$ cat src/rtl/noc_vc_inject.sv
// noc_vc_inject: local-port injection adapter between client logic and a
// router's local input port. One FIFO per virtual channel buffers client
// flits; a round-robin arbiter picks among VCs that hold data and whose
// router-side ready is high, and one registered flit per cycle is launched.
//
// Ports:
//   clk, rst_            rising-edge clock, synchronous active-high reset
//   in_data/in_valid/in_vch   client flit, valid and target VC
//   in_rdy[N_VC]         per-VC "FIFO not full" (registered)
//   odata/ovalid/ovch    registered flit, valid and VC to the router
//   ordy[N_VC]           router per-VC ready, used only for arbitration
//   sent_cnt             saturating count of launched flits
//   err_vch              sticky flag: a flit targeted a VC >= N_VC
//   lock_o               (NOC_PKT_LOCK_EN only) arbiter locked to a packet
//
// Optional feature macro: NOC_PKT_LOCK_EN -- packet-level locking of the
// arbiter from head launch (type 01) until tail launch (type 10).
module noc_vc_inject #(
  parameter int unsigned DATA_W = 35,
  parameter int unsigned N_VC   = 2,
  parameter int unsigned VCW    = 1,
  parameter int unsigned DEPTH  = 4
) (
  input  logic              clk,
  input  logic              rst_,
  input  logic [DATA_W-1:0] in_data,
  input  logic              in_valid,
  input  logic [VCW-1:0]    in_vch,
  output logic [N_VC-1:0]   in_rdy,
  output logic [DATA_W-1:0] odata,
  output logic              ovalid,
  output logic [VCW-1:0]    ovch,
  input  logic [N_VC-1:0]   ordy,
  output logic [15:0]       sent_cnt,
`ifdef NOC_PKT_LOCK_EN
  output logic              lock_o,
`endif
  output logic              err_vch
);

  localparam int unsigned CNT_W = $clog2(DEPTH + 1);
  localparam int unsigned PTR_W = $clog2(DEPTH);
  localparam logic [PTR_W-1:0] PTR_LAST = PTR_W'(DEPTH - 1);
  localparam logic [CNT_W-1:0] CNT_FULL = CNT_W'(DEPTH);

  logic [DATA_W-1:0] mem     [N_VC][DEPTH];
  logic [PTR_W-1:0]  wr_ptr  [N_VC];
  logic [PTR_W-1:0]  rd_ptr  [N_VC];
  logic [CNT_W-1:0]  cnt     [N_VC];
  logic [CNT_W-1:0]  cnt_nxt [N_VC];
  logic [VCW-1:0]    rr_ptr;
  logic [N_VC-1:0]   push;
  logic [N_VC-1:0]   pop;
  logic [N_VC-1:0]   elig;
  logic              bad_vch;
  logic              win_found;
  logic [VCW-1:0]    win_idx;
  logic [DATA_W-1:0] win_data;
`ifdef NOC_PKT_LOCK_EN
  logic [VCW-1:0]    lock_vc;
  logic [1:0]        win_type;
`endif

  // Push decode: out-of-range VCs are dropped and flagged.
  always_comb begin
    push    = '0;
    bad_vch = 1'b0;
    if (in_valid) begin
      if (32'(in_vch) >= N_VC) begin
        bad_vch = 1'b1;
      end else begin
        for (int v = 0; v < N_VC; v++) begin
          if (in_vch == VCW'(v)) push[v] = in_rdy[v];
        end
      end
    end
  end

  // Eligibility and round-robin search starting just after rr_ptr.
  always_comb begin
    elig      = '0;
    win_found = 1'b0;
    win_idx   = '0;
    for (int v = 0; v < N_VC; v++) begin
      elig[v] = (cnt[v] != '0) && ordy[v];
`ifdef NOC_PKT_LOCK_EN
      if (lock_o && (lock_vc != VCW'(v))) elig[v] = 1'b0;
`endif
    end
    for (int i = 1; i <= N_VC; i++) begin
      for (int v = 0; v < N_VC; v++) begin
        if (!win_found && elig[v] &&
            (((32'(rr_ptr) + 32'(i)) % N_VC) == 32'(v))) begin
          win_found = 1'b1;
          win_idx   = VCW'(v);
        end
      end
    end
  end

  // Pop select, head-of-winner mux and next occupancy.
  always_comb begin
    pop      = '0;
    win_data = '0;
    for (int v = 0; v < N_VC; v++) begin
      if (win_found && (win_idx == VCW'(v))) begin
        pop[v]   = 1'b1;
        win_data = mem[v][rd_ptr[v]];
      end
      cnt_nxt[v] = cnt[v];
      if (push[v] && !pop[v]) begin
        cnt_nxt[v] = cnt[v] + CNT_W'(1);
      end else if (!push[v] && pop[v]) begin
        cnt_nxt[v] = cnt[v] - CNT_W'(1);
      end
    end
  end

`ifdef NOC_PKT_LOCK_EN
  assign win_type = win_data[DATA_W-1 -: 2];
`endif

  // FIFO storage; no reset needed since pointers define validity.
  always_ff @(posedge clk) begin
    for (int v = 0; v < N_VC; v++) begin
      if (push[v] && !rst_) mem[v][wr_ptr[v]] <= in_data;
    end
  end

  // FIFO pointers, ready flags, launch register and counters.
  always_ff @(posedge clk) begin
    if (rst_) begin
      for (int v = 0; v < N_VC; v++) begin
        wr_ptr[v] <= '0;
        rd_ptr[v] <= '0;
        cnt[v]    <= '0;
      end
      in_rdy   <= '1;
      rr_ptr   <= VCW'(N_VC - 1);
      odata    <= '0;
      ovalid   <= 1'b0;
      ovch     <= '0;
      sent_cnt <= '0;
      err_vch  <= 1'b0;
    end else begin
      for (int v = 0; v < N_VC; v++) begin
        if (push[v]) wr_ptr[v] <= (wr_ptr[v] == PTR_LAST) ? '0 : wr_ptr[v] + PTR_W'(1);
        if (pop[v])  rd_ptr[v] <= (rd_ptr[v] == PTR_LAST) ? '0 : rd_ptr[v] + PTR_W'(1);
        cnt[v]    <= cnt_nxt[v];
        in_rdy[v] <= (cnt_nxt[v] != CNT_FULL);
      end
      ovalid <= win_found;
      if (win_found) begin
        odata  <= win_data;
        ovch   <= win_idx;
        rr_ptr <= win_idx;
        if (sent_cnt != 16'hFFFF) sent_cnt <= sent_cnt + 16'd1;
      end
      if (bad_vch) err_vch <= 1'b1;
    end
  end

`ifdef NOC_PKT_LOCK_EN
  // Packet lock: set by a head launch, released by that VC's tail launch.
  always_ff @(posedge clk) begin
    if (rst_) begin
      lock_o  <= 1'b0;
      lock_vc <= '0;
    end else if (win_found) begin
      if (!lock_o && (win_type == 2'b01)) begin
        lock_o  <= 1'b1;
        lock_vc <= win_idx;
      end else if (lock_o && (win_type == 2'b10)) begin
        lock_o  <= 1'b0;
      end
    end
  end
`endif

endmodule

$ cat config.mk
export PLATFORM = sky130hd
export DESIGN_NAME = noc_vc_inject
export DESIGN_NICKNAME = d
export VERILOG_FILES = /design/src/rtl/noc_vc_inject.sv
export SDC_FILE = /design/constraint.sdc
export NUM_CORES = 1
export LEC_CHECK = 0
export ABC_AREA = 0
export CORE_MARGIN = 5
export CORE_UTILIZATION = 35
export DETAILED_ROUTE_END_ITERATION = 7
export PLACE_DENSITY = 0.62
export SYNTH_ARGS = -nofsm -noshare
export SYNTH_HDL_FRONTEND = slang
export SYNTH_SLANG_ARGS = --single-unit
$ cat constraint.sdc
create_clock -name clk -period 2.9 [get_ports clk]
set_input_delay 0.58 -clock clk [delete_from_list [all_inputs] [get_ports clk]]
set_output_delay 0.58 -clock clk [all_outputs]
set_load 0.005 [all_outputs]
# == After elaboration in Yosys (flattened, before gate mapping) ==
# Memory sizes are Yosys's and may differ from the RTL's.
# Index checks and enable logic that the tools add are counted.
# totals
regBits,56
mem_bits_rw,294
input_bits,41
output_inout_bits,56
elab_cells,138
n_memories,4
# classes
add_sub_neg,11
order_cmp,6
n_eq_ne,7
mux,60
bitwise,11
reduce_logical,33
# mem_list
memory,depth,width,rd,rd_ports_with_merged_regs,wr,line_no,source
mem,2,140,2,0,1,46,logic [DATA_W-1:0] mem [N_VC][DEPTH];
cnt,2,3,2,0,2,49,logic [CNT_W-1:0] cnt [N_VC];
rd_ptr,2,2,2,0,2,48,logic [PTR_W-1:0] rd_ptr [N_VC];
wr_ptr,2,2,2,0,2,47,logic [PTR_W-1:0] wr_ptr [N_VC];
# ops
op,n
2-to-1 mux 140 bit,4
2-to-1 mux 35 bit,8
binary-select mux 35 bit (select 2 bit),2
demux 35 bit (select 2 bit),2
OR reduction 140 bit,1
zero test 32 bit,2
2-to-1 mux 1 bit,29
logical AND 1 bit,19
2-to-1 mux 2 bit,9
2-to-1 mux 3 bit,6
adder 16 x 1 -> 16 bit (second input constant),1
!= test 16 bit (second input constant),1
>= comparator 3 bit (second input constant),4
inverter 2 -> 3 bit,4
adder 2 x 1 -> 2 bit (second input constant),4
equality test 2 bit (second input constant),4
zero test 1 bit,8
adder 3 x 1 -> 3 bit (second input constant),2
< comparator 3 x 1 -> 1 bit (second input constant),2
!= test 3 bit (second input constant),2
OR 1 bit,6
nonzero test 3 bit,2
subtractor 3 x 1 -> 3 bit (second input constant),2
adder 1 bit (second input constant),2
2 further kinds,2

# == Depth between registers and ports, before layout ==
# Gate-level depths: netlist of run 1.
# An unclocked memory read counts as a cell.
# logic_depth
word_depth,24
depth_mapped,9

# == Worst setup path after synthesis of run 1 ==
# Ideal clock, no wire load.
# synth_timing
path_type,input to register
from,in in_vch
to,mem mem[0][0] (netlist name) (enable)
setup_ns,0.396
arrival_ns,1.866
path_slack_ns,0.638
stages,3
n_path_buf,0
path_cell_list,nand3b_1 > nor2_1 > and2_1
# synth_between
elab_chain_len,7
# synth_rtl
item,line_no,source
"start, declared",28,"input logic [VCW-1:0] in_vch,"
2-to-1 mux 1 bit,73,if (in_vch == VCW'(v)) push[v] = in_rdy[v];
2-to-1 mux 2 bit *,68,if (in_valid) begin
logical AND 1 bit,126,if (push[v] && !rst_) mem[v][wr_ptr[v]] <= in_data;
2-to-1 mux 1 bit,126,
2-to-1 mux 140 bit (not written as such),126,
OR reduction 140 bit (no source line),-,
2-to-1 mux 1 bit (no source line) or 2-to-1 mux 140 bit (tied branches),-,
"end, declared",46,
# Mark *: on every way between the ends. The rest lies on a longest branch, timed or not.

# == Worst setup path in the final report of run 1 ==
# layout_timing
from,reg sent_cnt[15]
to,out sent_cnt[15]
# layout_rtl
item,line_no,source
"start, declared",34,"output logic [15:0] sent_cnt,"
"start signal, assigned",157,if (sent_cnt != 16'hFFFF) sent_cnt <= sent_cnt + 16'd1;
# No word-level cell between the ends.

==> impl_metrics.prom, run 1 <==
# TYPE chip_impl_metric gauge
chip_impl_metric{name="total_power",unit="uW"} 15000
chip_impl_metric{name="syn-mean-instance-area",unit="um2"} 18.4
chip_impl_metric{name="grt.overflow.total",unit=""} 0
chip_impl_metric{name="synth_async_sr_flop_share",unit="%"} 0
chip_impl_info{name="mostFrequentLayoutCell",value="edfxtp_1"} 1
chip_impl_metric{name="grt_pass1_wl",unit="mm"} 44.4
chip_impl_metric{name="power.leakage",unit="uW"} 0.00570
chip_impl_metric{name="finalInstanceArea",unit="um2"} 16800
chip_impl_metric{name="globalplace.congestion",unit=""} 0.791
chip_impl_info{name="hold-path-endpoint",value="ovch$_SDFFE_PP0P_"} 1
chip_impl_metric{name="wirelength",unit="mm"} 28.7
chip_impl_metric{name="detailed_place_hpwl",unit="mm"} 16.6
chip_impl_metric{name="syn2layout_area_growth",unit="%"} 22.7
chip_impl_metric{name="cts_buffers",unit=""} 37
chip_impl_metric{name="postCtsResizedCells",unit=""} 0
chip_impl_info{name="hold_path_class",value="flip-flop to flip-flop"} 1
chip_impl_metric{name="cts.sink_count",unit=""} 350
chip_impl_metric{name="grt_pass1_vias",unit=""} 7226
chip_impl_info{name="r2r_end",value="cnt[0][4]$_SDFF_PP0_"} 1
chip_impl_metric{name="detail_route.first_pass.iterations",unit=""} 5
chip_impl_metric{name="worst-path-buf-inv",unit=""} 1
chip_impl_metric{name="slew_viol_final",unit=""} 0
chip_impl_metric{name="grt_start_max_net_pins",unit=""} 52
chip_impl_metric{name="core_area",unit="um2"} 38600
chip_impl_metric{name="synthesized_flop_and_latch_total",unit=""} 350
chip_impl_metric{name="detail_route.drc_violations",unit=""} 0
chip_impl_metric{name="r2r.worst_path.cells",unit=""} 8
chip_impl_metric{name="layout-drive-gt1-share",unit="%"} 20.2
chip_impl_metric{name="report.final.hold_viol_count",unit=""} 0
chip_impl_info{name="kind_of_cell_adding_the_most_delay_to_the_critical_path",value="buffers and inverters"} 1
chip_impl_info{name="synth.area.top_cells",value="edfxtp_1 (63%), mux4_2 (12%), dfxtp_1 (9.1%)"} 1
chip_impl_metric{name="layout.cells.non_filler",unit=""} 1410
chip_impl_metric{name="grt_overall_usage",unit="%"} 13.3
chip_impl_info{name="critPathSlowestCell",value="clkdlybuf4s50_1"} 1
chip_impl_metric{name="drt_iter0_drcs",unit=""} 376
chip_impl_info{name="min-delay-start",value="ovch$_SDFFE_PP0P_"} 1
chip_impl_metric{name="number_of_antenna_diodes",unit=""} 0
chip_impl_metric{name="clk_transition_reported_paths",unit="ns"} 0.06
chip_impl_metric{name="placed_area",unit="um2"} 15400
chip_impl_metric{name="placementRows",unit=""} 72
chip_impl_metric{name="viasPerCell",unit=""} 5.02
chip_impl_info{name="timing_worst_setup_path_type",value="flip-flop to output pin"} 1
chip_impl_info{name="reg2reg_start",value="cnt[0][3]$_SDFF_PP0_"} 1
chip_impl_metric{name="synth.lib_cells_used.distinct",unit=""} 50
chip_impl_metric{name="timing.critical_path.slowest_cell_delay",unit="ns"} 0.55
chip_impl_metric{name="final_net_count",unit=""} 921
chip_impl_metric{name="timing.setup.tns",unit="ns"} 0
chip_impl_metric{name="worst-r2r-setup-slack",unit="ns"} 0.80
chip_impl_metric{name="port_buffers",unit=""} 95
chip_impl_metric{name="drt.antenna.violating_nets",unit=""} 0
chip_impl_metric{name="top_level_ports",unit=""} 97
chip_impl_metric{name="fmaxAchievable",unit="GHz"} 0.473
chip_impl_metric{name="dr_total_vias",unit=""} 7080
chip_impl_metric{name="power_per_cell_area",unit="nW/um2"} 890
chip_impl_metric{name="post_synth_inst_count",unit=""} 744
chip_impl_info{name="tritoncts_clock_tree",value="built"} 1
chip_impl_metric{name="minimum_period_implied_by_the_final_worst_setup_slack",unit="ns"} 2.11
chip_impl_metric{name="ys_seq_area_share",unit="%"} 72.2
chip_impl_metric{name="cts_max_path_buffers",unit=""} 3
chip_impl_info{name="post-synth-top-area-cell",value="edfxtp_1"} 1
chip_impl_info{name="ctsRootBufferMaster",value="clkbuf_16"} 1
chip_impl_metric{name="net_count_after_synthesis",unit=""} 802
chip_impl_metric{name="fin_crit_sh",unit="%"} 72.9
chip_impl_metric{name="drt-wirelength-per-cell",unit="um"} 20.4
chip_impl_metric{name="die-area",unit="um2"} 43200
chip_impl_metric{name="skew",unit="ns"} 0.0273
chip_impl_metric{name="hold_depth",unit=""} 2
chip_impl_metric{name="critical_path_arrival",unit="ns"} 1.53
chip_impl_info{name="unrepaired_setup_endpoints_after_global_routing",value="false"} 1
chip_impl_info{name="cp_cell_sequence",value="clkdlybuf4s50_1"} 1
chip_impl_metric{name="hold_buffers",unit=""} 0
chip_impl_info{name="end_kind",value="output pin"} 1
chip_impl_metric{name="worst_slew_pin_slew",unit="ns"} 0.659
chip_impl_metric{name="start_util",unit="%"} 35.4
chip_impl_metric{name="report.final.setup_viol",unit=""} 0
chip_impl_metric{name="holdWs",unit="ns"} 0.476
chip_impl_metric{name="vdd_drop_max",unit="mV"} 0.627
chip_impl_metric{name="netlist.area_leader.share",unit="%"} 63.2
chip_impl_metric{name="antenna_violations_before_repair",unit=""} 2
chip_impl_metric{name="placed_cells_incl_taps",unit=""} 1342
chip_impl_metric{name="htree_levels",unit=""} 2
chip_impl_metric{name="cp_max_fo",unit=""} 7
chip_impl_metric{name="synth_edf_count",unit=""} 288
chip_impl_metric{name="worst_slew_margin_rel",unit="%"} 56.1
chip_impl_info{name="worstSetupStartpointType",value="flip-flop"} 1
chip_impl_metric{name="synth_area",unit="um2"} 13700
chip_impl_metric{name="max_cap_viol_count",unit=""} 0
chip_impl_metric{name="die_h",unit="um"} 208
chip_impl_metric{name="clk_latency",unit="ns"} 0.54
chip_impl_metric{name="cts_setup_buffers",unit=""} 0
chip_impl_info{name="result_of_the_run",value="finished, final reports clean"} 1
chip_impl_metric{name="dieWidth",unit="um"} 208
chip_impl_metric{name="yosysWarningCount",unit=""} 0
chip_impl_info{name="yosys_most_used_dff",value="edfxtp_1"} 1
chip_impl_info{name="most_used_cells_in_the_layout_excluding_fill_and_tap_cells",value="edfxtp_1 (288), clkdlybuf4s50_1 (94), mux4_2 (70)"} 1
chip_impl_metric{name="cp.required",unit="ns"} 2.32
==> metrics by stage <==
stage | utilization, % | setup slack (ns)
2_1_floorplan | - | 0.638
3_3_place_gp | 39.9 | 0.511
3_5_place_dp | 39.9 | 0.489
4_1_cts | 43.5 | 0.763
5_1_grt | 43.5 | 0.627
6_report | 43.5 | 0.786
==> synthesized netlist by cell type, types with 2 or more instances <==
| library cell | instances |
|---|---|
| inv_1 | 11 |
| nor2_1 | 61 |
| a311oi_1 | 2 |
| nand2_1 | 14 |
| and3_1 | 8 |
| and2_1 | 11 |
| a21oi_1 | 2 |
| ha_1 | 17 |
| nand2b_1 | 5 |
| buf_4 | 12 |
| nand3_1 | 6 |
| mux4_2 | 70 |
| buf_1 | 3 |
| and4_1 | 2 |
| xnor2_1 | 3 |
| nor3_1 | 4 |
| xor2_1 | 12 |
| o21ai_0 | 4 |
| a2111oi_0 | 4 |
| nor4_1 | 2 |
| mux2_2 | 2 |
| edfxtp_1 | 288 |
| buf_2 | 8 |
| mux2i_1 | 39 |
| nor2b_1 | 4 |
| a211oi_1 | 38 |
| nand4_1 | 7 |
| dfxtp_1 | 62 |
| clkbuf_1 | 17 |
| o211ai_1 | 5 |
| nor4b_1 | 2 |
==> tightest hold or removal path, delay by kind of cell (launching register included) <==
kind / cells / cell delay (ns)
simple gates: 1 / 0.06
compound gates: 1 / 0.05
flops: 1 / 0.32
==> how the worst max path moves through the flow <==
stage,start,end,cells past startpoint
CTS,sent_cnt[15]$_SDFFE_PP0P_,sent_cnt[15],1
finish,sent_cnt[15]$_SDFFE_PP0P_,sent_cnt[15],1
global placement,ordy[0],in_rdy[1]$_SDFF_PP1_,6
global route,cnt[0][3]$_SDFF_PP0_,cnt[0][4]$_SDFF_PP0_,8
detailed placement,ordy[0],in_rdy[1]$_SDFF_PP1_,6
floorplan,in_vch,mem[0][0]$_DFFE_PP_,3
==> power by group <==
part	internal [uW]	switching [uW]
clock	3340	1930
sequential	5860	292
combinational	1750	1780
total	10900	4010
==> kinds of logic (layout without fill, tap and decap cells) <==
family / count (synthesis) / count (layout) / synth area share, %
flops: 350 / 350 / 72.2
simple gates: 133 / 133 / 4.86
mux: 111 / 111 / 14.5
compound gates: 63 / 63 / 3.61
buf+inv: 53 / 201 / 2.03
fa+ha+maj: 17 / 17 / 1.55
xor+xnor: 16 / 16 / 1.16
other cells: 1 / 1 / 0.0274
==> sequential cells by signal, indices dropped and copies added, names as in the netlist <==
name,flops
ovch,1
wr_ptr,4
cnt,6
ovalid,1
rd_ptr,4
in_rdy,2
mem,280
sent_cnt,16
odata,35
rr_ptr,1
==> layout make-up <==
| cell class | count | area, um2 |
|---|---|---|
| Clock buffer | 46 | 1020 |
| Timing Repair Buffer | 122 | 1290 |
| Clock inverter | 22 | 375 |
| Multi-Input combinational cell | 341 | 3540 |
| Sequential cell | 350 | 9890 |
| Inverter | 11 | 41.3 |
| Fill cell | 3336 | 21800 |
| Tap cell | 518 | 648 |
==> metal layers <==
layer,routed length (um),global-route usage [%],vias to the layer above,share of wire [%]
met2,13500,21.0,156,47
li1,-,-,3207,-
met1,13300,18.8,3670,46
met5,34,0,-,0.12
met4,477,3.10,4,1.7
met3,1440,3.02,43,5.0
Note: power is estimated with default switching activity, not from simulation.
==> inputs of run 2 (changes only) <==
Settings changed: PLACE_DENSITY 0.62 to 0.64.
Clock period 2.9 ns to 1.7 ns, I/O delays scaled along.
==> impl_metrics.prom, run 2 (synthesis results as in run 1) <==
# TYPE chip_impl_metric gauge
chip_impl_info{name="result_of_the_run",value="finished, violations left"} 1
chip_impl_info{name="failed_checks",value="negative setup slack"} 1
chip_impl_metric{name="power.leakage",unit="uW"} 0.00638
chip_impl_metric{name="antenna_violations_before_repair",unit=""} 2
chip_impl_info{name="tritoncts_clock_tree",value="built"} 1
chip_impl_metric{name="fillCellCount",unit=""} 3309
chip_impl_metric{name="fin_ws",unit="ns"} -0.0972
chip_impl_metric{name="drt_iter0_drcs",unit=""} 368
chip_impl_metric{name="vdd_drop_max",unit="mV"} 1.01
chip_impl_metric{name="total_power",unit="uW"} 26200
chip_impl_metric{name="final_net_count",unit=""} 993
chip_impl_metric{name="number_of_antenna_diodes",unit=""} 0
chip_impl_metric{name="clk_latency",unit="ns"} 0.53
chip_impl_metric{name="multi_input_comb_area",unit="um2"} 3700
chip_impl_metric{name="p_clk_share",unit="%"} 30.9
chip_impl_metric{name="power_per_cell_area",unit="nW/um2"} 1480
chip_impl_metric{name="viasPerCell",unit=""} 4.93
chip_impl_metric{name="r2r.worst_path.cells",unit=""} 8
chip_impl_metric{name="globalplace.congestion",unit=""} 0.813
chip_impl_metric{name="fmaxAchievable",unit="GHz"} 0.556
chip_impl_metric{name="drt-wirelength-per-cell",unit="um"} 19.6
chip_impl_info{name="critPathSlowestCell",value="dfxtp_2"} 1
chip_impl_metric{name="placed_area",unit="um2"} 16200
chip_impl_metric{name="skew",unit="ns"} 0.0168
chip_impl_metric{name="report.final.hold_viol_count",unit=""} 0
chip_impl_info{name="ctsRootBufferMaster",value="clkbuf_16"} 1
chip_impl_metric{name="die-area",unit="um2"} 43200
chip_impl_metric{name="hold_buffers",unit=""} 0
chip_impl_metric{name="detail_route.drc_violations",unit=""} 0
chip_impl_metric{name="cts_buffers",unit=""} 37
chip_impl_metric{name="grt_pass1_vias",unit=""} 7556
chip_impl_metric{name="slew_viol_final",unit=""} 0
chip_impl_metric{name="cp_max_fo",unit=""} 2
chip_impl_metric{name="netSwitchingPower",unit="uW"} 7200
chip_impl_metric{name="detail_route.first_pass.iterations",unit=""} 5
chip_impl_metric{name="top_level_ports",unit=""} 97
chip_impl_metric{name="syn2layout_area_growth",unit="%"} 29.2
chip_impl_metric{name="grt_overall_usage",unit="%"} 13.2
chip_impl_metric{name="grt.overflow.total",unit=""} 0
chip_impl_metric{name="clk_transition_reported_paths",unit="ns"} 0.06
chip_impl_info{name="worstSetupStartpointType",value="flip-flop"} 1
chip_impl_info{name="end_kind",value="flip-flop"} 1
chip_impl_info{name="most_used_cells_in_the_layout_excluding_fill_and_tap_cells",value="edfxtp_1 (288), mux4_2 (70), nor2_1 (55)"} 1
chip_impl_metric{name="max_cap_viol_count",unit=""} 0
chip_impl_metric{name="cts_max_path_buffers",unit=""} 3
chip_impl_metric{name="detailed_place_hpwl",unit="mm"} 18.4
chip_impl_metric{name="critical_path_arrival",unit="ns"} 2.23
chip_impl_metric{name="switching_share",unit="%"} 27.5
chip_impl_metric{name="port_buffers",unit=""} 95
chip_impl_metric{name="hold_depth",unit=""} 3
chip_impl_metric{name="dr_total_vias",unit=""} 7306
chip_impl_metric{name="wirelength",unit="mm"} 29.1
chip_impl_metric{name="layout-drive-gt1-share",unit="%"} 31.5
chip_impl_metric{name="dieWidth",unit="um"} 208
chip_impl_metric{name="grt_start_max_net_pins",unit=""} 43
chip_impl_metric{name="cts.sink_count",unit=""} 350
chip_impl_metric{name="die_h",unit="um"} 208
chip_impl_info{name="cp_cell_sequence",value="inv_2 -> ha_4 -> nor2b_4 -> buf_4 -> o311ai_4 -> mux2i_2 -> mux2_4 -> o31ai_2"} 1
chip_impl_metric{name="start_util",unit="%"} 35.4
chip_impl_metric{name="comb_power_share",unit="%"} 28.9
chip_impl_info{name="mostFrequentLayoutCell",value="edfxtp_1"} 1
chip_impl_metric{name="placementRows",unit=""} 72
chip_impl_metric{name="drt.antenna.violating_nets",unit=""} 0
chip_impl_info{name="unrepaired_setup_endpoints_after_global_routing",value="true"} 1
chip_impl_metric{name="layout.cells.non_filler",unit=""} 1482
chip_impl_metric{name="report.final.setup_viol",unit=""} 28
chip_impl_metric{name="grt_pass1_wl",unit="mm"} 44.6
chip_impl_metric{name="core_area",unit="um2"} 38600
chip_impl_metric{name="placed_cells_incl_taps",unit=""} 1397
chip_impl_metric{name="seqCellArea",unit="um2"} 9930
chip_impl_metric{name="power_report.internal_total",unit="uW"} 19000
chip_impl_info{name="hold_path_class",value="input port to flip-flop"} 1
chip_impl_metric{name="power_frac_seq",unit="%"} 40.1
chip_impl_metric{name="minimum_period_implied_by_the_final_worst_setup_slack",unit="ns"} 1.80
chip_impl_metric{name="fin_crit_sh",unit="%"} 106
chip_impl_metric{name="htree_levels",unit=""} 2
chip_impl_metric{name="largest_register_ffs",unit=""} 280
chip_impl_info{name="timing_worst_setup_path_type",value="flip-flop to flip-flop"} 1
chip_impl_metric{name="cp.required",unit="ns"} 2.14
chip_impl_metric{name="finalInstanceArea",unit="um2"} 17700
chip_impl_metric{name="timing.critical_path.slowest_cell_delay",unit="ns"} 0.33
==> run 2: cell types whose count changed in the layout (fill, tap and decap cells not counted), sizes merged <==
cell           delta
buf              +71
clkdlybuf4s50    -55
dlygate4sd2      +52
bufinv            -5
clkinv            +4
clkbuf            +3
dlymetal6s2s      +3
inv               -1
==> run 2: area by class of cell <==
type	instances	area share, %
Tap cell	518	3.66
Inverter	11	0.233
Timing Repair Buffer	194	12.0
Sequential cell	350	56.1
Clock inverter	20	1.29
Clock buffer	48	5.70
Multi-Input combinational cell	341	20.9
==> run 2: per-stage QoR <==
step                      setup TNS [ns]  utilization [%]  hold slack [ns]  worst slack [ns]
after floorplan                  -0.0111                -            0.439           -0.0106
after global placement           -119.61             41.8            0.482            -0.391
after detailed placement         -119.43             41.8            0.478            -0.410
after CTS                         -0.903             45.1            0.264           -0.0908
after global routing               -4.60             45.8            0.318            -0.163
final                              -1.19             45.8            0.307           -0.0972
==> run 2: path summary, 6_finish.rpt <==
check / from / to / slack (ns)
setup / recovery: cnt[0][4]$_SDFF_PP0_ / in_rdy[0]$_SDFF_PP1_ / -0.1
hold / removal: rst_ / odata[5]$_SDFFE_PP0P_ / 0.31
setup reg to reg: cnt[0][4]$_SDFF_PP0_ / in_rdy[0]$_SDFF_PP1_ / -0.1
hold reg to reg: sent_cnt[9]$_SDFFE_PP0P_ / sent_cnt[9]$_SDFFE_PP0P_ / 0.50
==> run 2: worst max-delay path, delay by kind of cell (launching register included) <==
family | cells | cell delay (ns)
AND/OR/NAND/NOR | 1 | 0.12
adder cells (fa/ha/maj) | 1 | 0.15
multiplexers | 2 | 0.61
buffers and inverters | 2 | 0.19
flip-flops | 1 | 0.33
AO/OA/AOI/OAI | 2 | 0.32
==> run 2: repair_timing <==
| action | in CTS | in global routing |
|---|---|---|
| hold endpoints to repair | 0 | 0 |
| cloned | 0 | 1 |
| setup buffers | 6 | 10 |
| pin swaps | 9 | 18 |
| resized for setup | 82 | 38 |
| setup endpoints to repair | 83 | 94 |
==> run 2: power groups by stage <==
stage	clock network [uW]	logic, uW	registers, uW
global placement	0	7100	10700
global route	8680	8230	10600
floorplan	0	4150	10600
finish	8080	7570	10500
CTS	8320	7040	10500
detailed placement	0	7200	10700
==> run 2: metal layers <==
metal / share of wire, % / GRT usage, %
met5: 0.093 / 0
met4: 1.8 / 2.92
met3: 5.1 / 3.08
met2: 48 / 21.0
met1: 45 / 18.5
==> inputs of run 3 (changes only) <==
Settings changed: CTS_CLUSTER_SIZE set to 8, SKIP_LAST_GASP set to 1.
==> impl_metrics.prom, run 3 (synthesis results as in run 1) <==
# TYPE chip_impl_metric gauge
chip_impl_metric{name="layout-drive-gt1-share",unit="%"} 30.1
chip_impl_metric{name="antenna_violations_before_repair",unit=""} 2
chip_impl_info{name="ctsRootBufferMaster",value="clkbuf_16"} 1
chip_impl_info{name="result_of_the_run",value="finished, violations left"} 1
chip_impl_info{name="tritoncts_clock_tree",value="built"} 1
chip_impl_metric{name="placed_cells_incl_taps",unit=""} 1397
chip_impl_metric{name="grt_overall_usage",unit="%"} 13.6
chip_impl_info{name="end_kind",value="flip-flop"} 1
chip_impl_info{name="min-delay-start",value="rst_"} 1
chip_impl_metric{name="die-area",unit="um2"} 43200
chip_impl_metric{name="hold_depth",unit=""} 3
chip_impl_metric{name="p_clk_share",unit="%"} 32.5
chip_impl_metric{name="final_net_count",unit=""} 1006
chip_impl_info{name="failed_checks",value="negative setup slack"} 1
chip_impl_metric{name="power.leakage",unit="uW"} 0.00643
chip_impl_metric{name="fin_ws",unit="ns"} -0.143
chip_impl_metric{name="die_h",unit="um"} 208
chip_impl_metric{name="report.final.setup_viol",unit=""} 32
chip_impl_metric{name="core_area",unit="um2"} 38600
chip_impl_metric{name="dieWidth",unit="um"} 208
chip_impl_metric{name="cts_buffers",unit=""} 49
chip_impl_metric{name="start_util",unit="%"} 35.4
chip_impl_metric{name="max_cap_viol_count",unit=""} 0
chip_impl_metric{name="minimum_period_implied_by_the_final_worst_setup_slack",unit="ns"} 1.84
chip_impl_metric{name="timing.critical_path.slowest_cell_delay",unit="ns"} 0.33
chip_impl_metric{name="seqCellArea",unit="um2"} 9930
chip_impl_info{name="most_used_cells_in_the_layout_excluding_fill_and_tap_cells",value="edfxtp_1 (288), mux4_2 (70), nor2_1 (56)"} 1
chip_impl_metric{name="port_buffers",unit=""} 95
chip_impl_metric{name="vdd_drop_max",unit="mV"} 1.11
chip_impl_metric{name="drt_iter0_drcs",unit=""} 413
chip_impl_info{name="critPathSlowestCell",value="dfxtp_2"} 1
chip_impl_metric{name="critical_path_arrival",unit="ns"} 2.29
chip_impl_metric{name="report.final.hold_viol_count",unit=""} 0
chip_impl_metric{name="cp_max_fo",unit=""} 2
chip_impl_info{name="hold_path_class",value="input port to flip-flop"} 1
chip_impl_metric{name="grt_start_max_net_pins",unit=""} 43
chip_impl_metric{name="fin_crit_sh",unit="%"} 108
chip_impl_info{name="r2r_end",value="in_rdy[0]$_SDFF_PP1_"} 1
chip_impl_metric{name="worst-path-buf-inv",unit=""} 2
chip_impl_metric{name="power_report.internal_total",unit="uW"} 19900
chip_impl_metric{name="fillCellCount",unit=""} 3282
chip_impl_metric{name="clk_latency",unit="ns"} 0.54
chip_impl_info{name="reg2reg_start",value="cnt[0][4]$_SDFF_PP0_"} 1
chip_impl_metric{name="placement.setup.worst_slack",unit="ns"} -0.410
chip_impl_info{name="unrepaired_setup_endpoints_after_global_routing",value="true"} 1
chip_impl_metric{name="cp.required",unit="ns"} 2.15
chip_impl_metric{name="number_of_antenna_diodes",unit=""} 0
chip_impl_metric{name="cp_num_cells",unit=""} 8
chip_impl_metric{name="grt_pass1_vias",unit=""} 7763
chip_impl_metric{name="wirelength",unit="mm"} 30.5
chip_impl_metric{name="multi_input_comb_area",unit="um2"} 3690
chip_impl_metric{name="viasPerCell",unit=""} 4.94
chip_impl_info{name="mostFrequentLayoutCell",value="edfxtp_1"} 1
chip_impl_metric{name="fmaxAchievable",unit="GHz"} 0.543
chip_impl_metric{name="dr_total_vias",unit=""} 7435
chip_impl_metric{name="skew",unit="ns"} 0.0162
chip_impl_metric{name="detail_route.drc_violations",unit=""} 0
chip_impl_metric{name="drt-wirelength-per-cell",unit="um"} 20.2
chip_impl_info{name="kind_of_cell_adding_the_most_delay_to_the_critical_path",value="multiplexers"} 1
chip_impl_info{name="worstSetupStartpointType",value="flip-flop"} 1
chip_impl_metric{name="r2r.worst_path.cells",unit=""} 8
chip_impl_metric{name="detailed_place_hpwl",unit="mm"} 18.4
chip_impl_metric{name="netSwitchingPower",unit="uW"} 7470
chip_impl_metric{name="clk_transition_reported_paths",unit="ns"} 0.06
chip_impl_metric{name="layout.cells.non_filler",unit=""} 1505
chip_impl_metric{name="top_level_ports",unit=""} 97
chip_impl_metric{name="comb_power_share",unit="%"} 29.0
chip_impl_metric{name="power_frac_seq",unit="%"} 38.5
chip_impl_metric{name="power_per_cell_area",unit="nW/um2"} 1530
chip_impl_metric{name="drt.antenna.violating_nets",unit=""} 0
chip_impl_metric{name="htree_levels",unit=""} 2
chip_impl_info{name="cp_cell_sequence",value="inv_2 -> ha_4 -> nor2b_4 -> buf_4 -> o311ai_4 -> mux2i_2 -> mux2_4 -> o31ai_1"} 1
chip_impl_metric{name="grt.overflow.total",unit=""} 0
chip_impl_metric{name="grt_pass1_wl",unit="mm"} 46.0
chip_impl_info{name="hold-path-endpoint",value="odata[13]$_SDFFE_PP0P_"} 1
chip_impl_metric{name="syn2layout_area_growth",unit="%"} 30.8
chip_impl_metric{name="slew_viol_final",unit=""} 0
chip_impl_metric{name="cts.sink_count",unit=""} 350
chip_impl_metric{name="switching_share",unit="%"} 27.3
chip_impl_metric{name="worst-r2r-setup-slack",unit="ns"} -0.14
chip_impl_metric{name="detail_route.first_pass.iterations",unit=""} 4
chip_impl_metric{name="placementRows",unit=""} 72
chip_impl_metric{name="cts_max_path_buffers",unit=""} 3
chip_impl_metric{name="globalplace.congestion",unit=""} 0.813
chip_impl_metric{name="largest_register_ffs",unit=""} 280
chip_impl_info{name="timing_worst_setup_path_type",value="flip-flop to flip-flop"} 1
[run 3: per-stage QoR]
step	TNS [ns]	cell area, um2	hold WS (ns)	util [%]	power, uW
after global placement	-119.61	16200	0.482	41.8	17800
after global routing	-4.95	17900	0.302	46.3	28700
after CTS	-2.63	17800	0.253	45.9	27200
after floorplan	-0.0111	13700	0.439	-	14700
final	-1.99	17900	0.291	46.3	27300
after detailed placement	-119.43	16200	0.478	41.8	17900
[run 3: worst max-delay path by stage]
stage / startpoint / end / slack [ns]
final: cnt[0][4]$_SDFF_PP0_ / in_rdy[0]$_SDFF_PP1_ / -0.14
after CTS: sent_cnt[15]$_SDFFE_PP0P_ / sent_cnt[15] / -0.13
after detailed placement: ordy[1] / odata[7]$_SDFFE_PP0P_ / -0.41
after global routing: cnt[0][4]$_SDFF_PP0_ / odata[22]$_SDFFE_PP0P_ / -0.18
after global placement: in_vch / mem[0][236]$_DFFE_PP_ / -0.39
after floorplan: cnt[0][3]$_SDFF_PP0_ / in_rdy[1]$_SDFF_PP1_ / -0.01
[run 3: layout make-up]
type                    instances  share of cell area (%)
flip-flops and latches        350                    55.4
multi-input cells             342                    20.6
repair buffers                194                    12.1
clock buffers                  89                    7.92
well taps                     518                    3.62
inverters                      11                   0.231
clock inverters                 1                  0.0489
[run 3: repair_timing]
item	in CTS	in global routing
resized for setup	87	28
gates cloned	3	2
hold buffers	0	0
setup endpoints to repair	91	124
setup buffers	10	6
pin swaps	13	25
[run 3: tightest hold or removal path, stage by stage]
cell and delay [ns]:
buf_2 0.16, buf_4 0.23, a211oi_2 0.05
[run 3: metal layers]
| layer | up-vias | GRT usage (%) | wire (um) |
|---|---|---|---|
| met3 | 35 | 3.32 | 1960 |
| met5 | - | 0 | 27 |
| met2 | 204 | 22.1 | 14600 |
| met4 | 4 | 3.04 | 425 |
| li1 | 3384 | - | - |
| met1 | 3808 | 18.8 | 13400 |
[run 3: power groups by stage]
stage	Combinational, uW	Sequential, uW	Clock [uW]
global placement	7100	10700	0
global route	8590	10600	9530
finish	7930	10500	8900
floorplan	4150	10600	0
detailed placement	7200	10700	0
CTS	7520	10500	9140
